File: config.mk
export PLATFORM = sky130hd
export DESIGN_NAME = hazard_scoreboard
export DESIGN_NICKNAME = d
export VERILOG_FILES = /design/src/rtl/hazard_scoreboard.sv
export SDC_FILE = /design/constraint.sdc
export NUM_CORES = 1
export LEC_CHECK = 0
export BUFFER_PORTS_ARGS = -buffer_cell sky130_fd_sc_hd__buf_2
export CAP_MARGIN = 0
export CORE_MARGIN = 4
export CORE_UTILIZATION = 60
export CTS_BUF_LIST = sky130_fd_sc_hd__clkbuf_16
export DETAILED_ROUTE_END_ITERATION = 8
export PLACE_DENSITY = 0.94
export SLEW_MARGIN = 15
export SYNTH_ARGS = -nofsm -noshare
export SYNTH_HDL_FRONTEND = slang
export SYNTH_SLANG_ARGS = --single-unit
File: constraint.sdc
create_clock -name clk -period 4.54 [get_ports clk]
set_clock_uncertainty 0.2 [all_clocks]
set_input_delay 0.227 -clock clk [delete_from_list [all_inputs] [get_ports clk]]
set_output_delay 0.227 -clock clk [all_outputs]
set_load 0.01 [all_outputs]
File: src/rtl/hazard_scoreboard.sv
// Stall and forwarding control for a 5-stage pipeline with Tnew/Tuse
// bookkeeping per stage and a HI/LO busy counter.
module hazard_scoreboard #(
   parameter int ADDR_W   = 5,
   parameter int TNEW_W   = 2,
   parameter int MULT_CYC = 5,
   parameter int DIV_CYC  = 10,
   parameter int CNT_W    = 4
)(
   input  logic              clk,
   input  logic              reset,
   input  logic [ADDR_W-1:0] rs_d,
   input  logic [ADDR_W-1:0] rt_d,
   input  logic [TNEW_W-1:0] tuse_rs,
   input  logic [TNEW_W-1:0] tuse_rt,
   input  logic [ADDR_W-1:0] a3_d,
   input  logic              we_d,
   input  logic [TNEW_W-1:0] tnew_d,
   input  logic              md_use_d,
   input  logic              md_start_d,
   input  logic              md_div_d,
   output logic              stall,
   output logic [1:0]        rs_fwd_d,
   output logic [1:0]        rt_fwd_d,
   output logic [1:0]        rs_fwd_e,
   output logic [1:0]        rt_fwd_e,
   output logic              rt_fwd_m,
   output logic              md_busy
);

   typedef logic [ADDR_W-1:0] reg_t;
   typedef logic [TNEW_W-1:0] tn_t;

   typedef struct packed {
      reg_t a3;
      logic we;
      tn_t  tnew;
      reg_t rs;
      reg_t rt;
   } rec_t;

   typedef struct packed {
      reg_t a3;
      logic we;
      tn_t  tnew;
   } wrec_t;

   rec_t             e_q, e_d, m_q, m_d;
   wrec_t            w_q, w_d;
   logic [CNT_W-1:0] cnt_q, cnt_d;
   logic             hz_rs, hz_rt;

   function automatic logic hit(reg_t r, reg_t a3, logic we);
      return (r != '0) && we && (a3 == r);
   endfunction

   function automatic tn_t dec(tn_t t);
      return (t == '0) ? '0 : t - 1'b1;
   endfunction

   // Only the youngest writer of r is relevant; older ones hold stale data.
   function automatic logic [2:0] dsrc(reg_t r, tn_t tuse,
                                       rec_t e, rec_t m, wrec_t w);
      logic [1:0] sel;
      tn_t        tn;
      sel = 2'd0;
      tn  = '0;
      if (hit(r, e.a3, e.we)) begin
         tn  = e.tnew;
         sel = 2'd3;
      end else if (hit(r, m.a3, m.we)) begin
         tn  = m.tnew;
         sel = 2'd2;
      end else if (hit(r, w.a3, w.we)) begin
         tn  = w.tnew;
         sel = 2'd1;
      end
      if (tn != '0) sel = 2'd0;
      return {tn > tuse, sel};
   endfunction

   function automatic logic [1:0] esrc(reg_t r, rec_t m, wrec_t w);
      if (hit(r, m.a3, m.we) && m.tnew == '0) return 2'd2;
      if (hit(r, w.a3, w.we) && w.tnew == '0) return 2'd1;
      return 2'd0;
   endfunction

   always_comb begin
      {hz_rs, rs_fwd_d} = dsrc(rs_d, tuse_rs, e_q, m_q, w_q);
      {hz_rt, rt_fwd_d} = dsrc(rt_d, tuse_rt, e_q, m_q, w_q);
      rs_fwd_e = esrc(e_q.rs, m_q, w_q);
      rt_fwd_e = esrc(e_q.rt, m_q, w_q);
      rt_fwd_m = hit(m_q.rt, w_q.a3, w_q.we);
      md_busy  = (cnt_q != '0);
      stall    = hz_rs | hz_rt | (md_use_d & md_busy);
   end

   always_comb begin
      e_d = '0;
      if (!stall) begin
         e_d.a3   = a3_d;
         e_d.we   = we_d;
         e_d.tnew = tnew_d;
         e_d.rs   = rs_d;
         e_d.rt   = rt_d;
      end
      m_d      = e_q;
      m_d.tnew = dec(e_q.tnew);
      w_d.a3   = m_q.a3;
      w_d.we   = m_q.we;
      w_d.tnew = dec(m_q.tnew);
      if (!stall && md_start_d)
         cnt_d = md_div_d ? CNT_W'(DIV_CYC) : CNT_W'(MULT_CYC);
      else if (cnt_q != '0)
         cnt_d = cnt_q - 1'b1;
      else
         cnt_d = '0;
   end

   always_ff @(posedge clk) begin
      if (reset) begin
         e_q   <= '0;
         m_q   <= '0;
         w_q   <= '0;
         cnt_q <= '0;
      end else begin
         e_q   <= e_d;
         m_q   <= m_d;
         w_q   <= w_d;
         cnt_q <= cnt_d;
      end
   end

endmodule
# Word-level counts from Yosys, hierarchy flattened
# Index checks and enable logic that the tools add are counted.
# W data, S select, Z words.
[totals]
n_memories = 0
wordCells = 105
ramBits = 0
input_bits = 27
latchBits = 0
ff_bits = 43
mem_bits_ro = 0
[classes]
bitwise_logic = 3
n_shift = 0
n_mux = 31
n_lt_le_gt_ge = 2
reduce_logical = 42
n_eq_ne = 11
n_addsub = 3
n_mul = 0
div = 0
[ops]
columns = ["cell", "n"]
rows = [
  ["$eq A5 B5 Y1", 11],
  ["$mux W2", 20],
  ["$logic_and A1 B1 Y1", 27],
  ["$reduce_bool A5 Y1", 5],
  ["$mux W4", 3],
  ["$mux W1", 8],
  ["$logic_not A2 Y1", 3],
  ["$reduce_or A2 Y1", 3],
  ["$gt A2 B2 Y1", 2],
  ["$reduce_bool A2 Y1", 2],
  ["$reduce_bool A4 Y1", 1],
  ["$sub A2 B1 Y2 const B", 2],
  ["$sub A4 B1 Y4 const B", 1],
  ["$or A1 B1 Y1", 2],
  ["$and A1 B1 Y1", 1],
  ["$logic_not A1 Y1", 1],
]

# Logic depth before layout (Yosys ltp)
[logic_depth]
depth_word = 12
depth_mapped = 13

# Worst setup path before layout
# No wires, ideal clock.
[synth_path]
path_type = "input to register"
from = "input rt_d[1]"
to = "register e_q[7] in the netlist's numbering"
stages = 12
setup_ns = 0.060
setup_slack_ns = 1.433
arrival_ns = 2.847
required_ns = 4.280
path_cell_list = "or4_4 -> o211a_4 -> a211o_1 -> o21a_1 -> a21oi_1 -> ha_1 -> nor2b_1 -> o21ai_0 -> and3_1 -> and2b_1 -> buf_2 -> and2_1"
[synth_between]
elab_chain_cells = 10
word_cells_on_any_way = 17
cone_classes = "order compare (1); eq/ne (3); mux (3); bitwise (2); reduce/logical (8)"
[synth_lines]
columns = ["element", "line_no", "text"]
rows = [
  ["start: declaration", "13", "input logic [ADDR_W-1:0] rt_d,"],
  ["$reduce_bool A5 Y1", "54", "return (r != '0) && we && (a3 == r);"],
  ["$logic_and A1 B1 Y1 (2 in series)", "54", ""],
  ["$mux W2", "74", "end else if (hit(r, w.a3, w.we)) begin"],
  ["$mux W2", "71", "end else if (hit(r, m.a3, m.we)) begin"],
  ["$mux W2 (*)", "68", "if (hit(r, e.a3, e.we)) begin"],
  ["$gt A2 B2 Y1 (*)", "79", "return {tn > tuse, sel};"],
  ["$or A1 B1 Y1 (*) (2 in series)", "95", "stall = hz_rs | hz_rt | (md_use_d & md_busy);"],
  ["$reduce_or A2 Y1 (no line) (*)", "n/a", ""],
  ["end signal: assignment", "122", "e_q <= '0;"],
  ["end signal: assignment", "127", "e_q <= e_d;"],
  ["end: declaration", "48", "rec_t e_q, e_d, m_q, m_d;"],
]
# Mark *: on every way between the ends. The rest lies on a longest branch, timed or not.
# A chain may end at the register's enable or synchronous reset.

# Worst setup path in the final report
[layout_path]
from = "register w_q[5] in the netlist's numbering"
to = "register cnt_q[2]"
[layout_between]
elab_chain_cells = 11
word_cells_on_any_way = 17
cone_classes = "order compare (2); eq/ne (2); mux (7); bitwise (2); reduce/logical (4)"
[layout_lines]
columns = ["element", "line_no", "text"]
rows = [
  ["start: declaration", "49", "wrec_t w_q, w_d;"],
  ["start signal: assignment", "129", "w_q <= w_d;"],
  ["$eq A5 B5 Y1", "54", ""],
  ["$logic_and A1 B1 Y1", "54", ""],
  ["$mux W2", "74", ""],
  ["$mux W2", "71", ""],
  ["$mux W2", "68", ""],
  ["$gt A2 B2 Y1", "79", ""],
  ["$or A1 B1 Y1 (*) (2 in series)", "95", ""],
  ["$logic_not A1 Y1 (*)", "112", "if (!stall && md_start_d)"],
  ["$logic_and A1 B1 Y1 (*)", "112", ""],
  ["$mux W4 (*)", "112", ""],
  ["end signal: assignment", "130", "cnt_q <= cnt_d;"],
  ["end: declaration", "50", "logic [CNT_W-1:0] cnt_q, cnt_d;"],
]
# Marked as above.

==> summary.md <==
| Metric | Value |
|---|---|
| H-tree Lvls | 2 |
| TritonCTS clock tree | done |
| Comb pwr share | 16.9% |
| Cells after Synth | 262 |
| Clock Sink Count | 43 |
| IO Count | 38 |
| Post-synthesis register bit count | 43 |
| Postcts setup bufs | 0 |
| FMAX | 0.250 GHz |
| Die area | 5030 um^2 |
| CP Data Arrival Time | 3980 ps |
| P_leak | 0.00110 uW |
| Top-count cell post-synth | xnor2_1 |
| Port bufs | 37 |
| Hold depth | 2 |
| Vias in the first global route | 2128 |
| Setup TNS | 0 ps |
| Endpoints failing setup | 0 |
| Area leader, netlist | dfxtp_1 |
| Initial antenna violation count | 0 |
| Reg clk slew, reported paths | 60 ps |
| Area Growth Syn to Fin | 18.6% |
| Sequential area share after synthesis | 36.2% |
| Vias/cell | 5.84 |
| Crit path kind | reg2reg |
| WL final | 6280 um |
| Largest cells by area after synthesis | dfxtp_1 (36%), xnor2_1 (16%), nor2b_1 (5.0%), and2_1 (4.5%), xor2_1 (3.7%) |
| Post-DP HPWL | 3910 um |
| Design Power | 999 uW |
| Worst Hold Class | in2reg |
| Final slew viol count | 0 |
| Clock power share | 39.5% |
| Fin crit share | 88.2% |
| DRC | 0 |
| RSZ-0062 raised after global routing | false |
| Syn Nets | 295 |
| Cell-by-cell trace of the critical path | xor2_1 > nor4_1 > o2111ai_1 > a31oi_1 > inv_1 > ha_1 > nand2_1 > o21ai_0 > and3_1 > a221oi_1 > a311oi_1 > dlygate4sd3_1 |
| Avg Cell Area, Syn | 9.07 um^2 |
| Hold path startpoint | rt_d[3] |
| Nets | 334 |
| Synth Cell Area | 2380 um^2 |
| Number of DRC markers in iteration 0 | 175 |
| FF-to-FF End | cnt_q[2]$_SDFF_PP0_ |
| Layout cells sized above 1 | 17.9% |
| GR Util All Layers | 26.3% |
| Final Critical Period | 4000 ps |
| DR vias | 2037 |
| Total gr overflow | 0 |
| Max-cap violations | 0 |
| Utilization after layout | 75.3% |
| CTS Buf Count | 5 |
| Power per Cell Area | 354 nW/um^2 |
| Die Y | 70.9 um |
| CP endpoint kind | flop |
| R2R cell count | 12 |
| Bufs on Longest Clock Path | 2 |
| Post-synth EDFFs | 0 |
| Distinct cell type count after synthesis | 45 |
| Status | finished clean |
| RR Startpoint | w_q[5]$_SDFF_PP0_ |
| Pint | 741 uW |
| Synth cell count leaders | xnor2_1 (44), dfxtp_1 (43), nor2b_1 (19) |
| Die span in x | 70.9 um |
| Drt pass-1 iters | 5 |
| Diodes inserted | 0 |
| Sequential share of power | 43.6% |
| Synthesis Warnings | 0 |
| Hold Slack | 58.7 ps |
| Max rail drop VDD | 302 uV |
| Async SR Flop Fraction | 0% |
| Routed len/inst | 18.0 um |
| CP max FO | 5 |
| Post-synth top area share | 36.2% |
| End of the worst hold path | e_q[3]$_SDFF_PP0_ |
| Most common flop cell mapped by yosys | dfxtp_1 |
| Clock Latency Late Sink | 280 ps |
| Starting Density | 63.5% |
| Sw Share | 25.8% |
| Largest net degree at the start of global routing | 27 |
| Crit path launch type | flop |
| Area of the core | 3740 um^2 |
| Register-to-register setup slack | 540 ps |
| First-pass GRT wire length | 10200 um |
| FP Rows | 22 |
| Switch Pwr | 258 uW |
| Slew @ Worst Pin | 816 ps |
| Max-slew headroom | 45.1% |
| Hold Violations, Final | 0 |
| Worst path required time | 4510 ps |
| Routability Congestion | 0.938 |
| Slowest CP cell | nor4_1 |
| Post-DRT Antenna Nets | 0 |
| Clk Tree Root Cell | clkbuf_16 |
| Slowest Stage Delay on Critical Path | 740 ps |
[layout by cell type (no fill, tap or decap), drive strengths merged, types with 2 or more instances in the layout]
master	count
xnor2	44
dfxtp	43
buf	37
nor2b	19
and2	18
inv	12
nand2	11
xor2	10
nor3	10
dlygate4sd3	10
nand4	9
nand3	8
nor2	7
or4	7
a21oi	6
ha	6
nor4	5
clkbuf	5
o211ai	4
or2	3
o21a	2
nor3b	2
o2bb2a	2
o21ai	2
a311oi	2
o211a	2
[final cells by class]
type | count | area (um^2)
Clock buffer | 5 | 125
Clock inverter | 2 | 33.8
Fill cell | 261 | 925
Inverter | 11 | 41.3
Multi-Input combinational cell | 193 | 1410
Sequential cell | 43 | 861
Tap cell | 48 | 60.1
Timing Repair Buffer | 47 | 285
[per-stage QoR]
step                instance area (um^2)  setup slack, ps  cells
finish                              2820              536    349
global placement                    2560             1070    332
CTS                                 2820              625    349
detailed placement                  2560             1010    332
floorplan                           2380             1430    262
global route                        2820              256    349
[cells by family (layout without fill, tap and decap cells)]
group / after synthesis / in the layout / synth area share, %
buffers and inverters: 26 / 65 / 4.32
xor gates and xnor gates: 54 / 54 / 19.9
and+or+nand+nor: 106 / 106 / 26.9
AOI/OAI and AO/OA: 26 / 26 / 9.06
DFF: 43 / 43 / 36.2
adders and majority gates: 6 / 6 / 3.16
muxes: 1 / 1 / 0.421
[how the worst max path moves through the flow]
stage / slack, ps / endpoint / cells after the start / startpoint
4_1_cts: 630 / cnt_q[2]$_SDFF_PP0_ / 12 / w_q[5]$_SDFF_PP0_
2_1_floorplan: 1430 / e_q[7]$_SDFF_PP0_ / 12 / rt_d[1]
3_3_place_gp: 1070 / e_q[1]$_SDFF_PP0_ / 12 / rt_d[1]
6_report: 540 / cnt_q[2]$_SDFF_PP0_ / 12 / w_q[5]$_SDFF_PP0_
5_1_grt: 260 / cnt_q[2]$_SDFF_PP0_ / 12 / w_q[5]$_SDFF_PP0_
3_5_place_dp: 1010 / e_q[1]$_SDFF_PP0_ / 12 / rt_d[1]
[sequential cells by signal, indices dropped and copies added (netlist names)]
signal	count
e_q	18
cnt_q	4
m_q	13
w_q	8
[critical path, delay by kind of cell (launching register included)]
family / cells / cell delay (ps)
buf+inv: 2 / 660
compound gates: 5 / 1080
flops: 1 / 540
xor+xnor: 1 / 120
simple gates: 3 / 1040
fa+ha+maj: 1 / 270
[what timing repair did]
action / 4_1_cts / 5_1_grt
hold buffers: 10 / 0
endpoints found under the setup margin: 0 / 0
resized for setup: 0 / 0
hold endpoints to repair: 9 / 0
[metal layers]
| layer | vias up | global-route usage [%] | routed length, um |
|---|---|---|---|
| met4 | 0 | 11.5 | 172 |
| met1 | 959 | 30.3 | 2400 |
| li1 | 965 | - | - |
| met5 | - | 0 | 0 |
| met3 | 19 | 7.10 | 400 |
| met2 | 94 | 45.7 | 3310 |
[power by group through the flow]
stage	Clock [uW]	Combinational [uW]	Sequential [uW]
after floorplan	0	120	428
after global placement	0	146	440
after detailed placement	0	153	441
after CTS	395	164	434
after global routing	421	185	438
final	395	169	435
No activity file was read; power rests on OpenSTA's default activity.
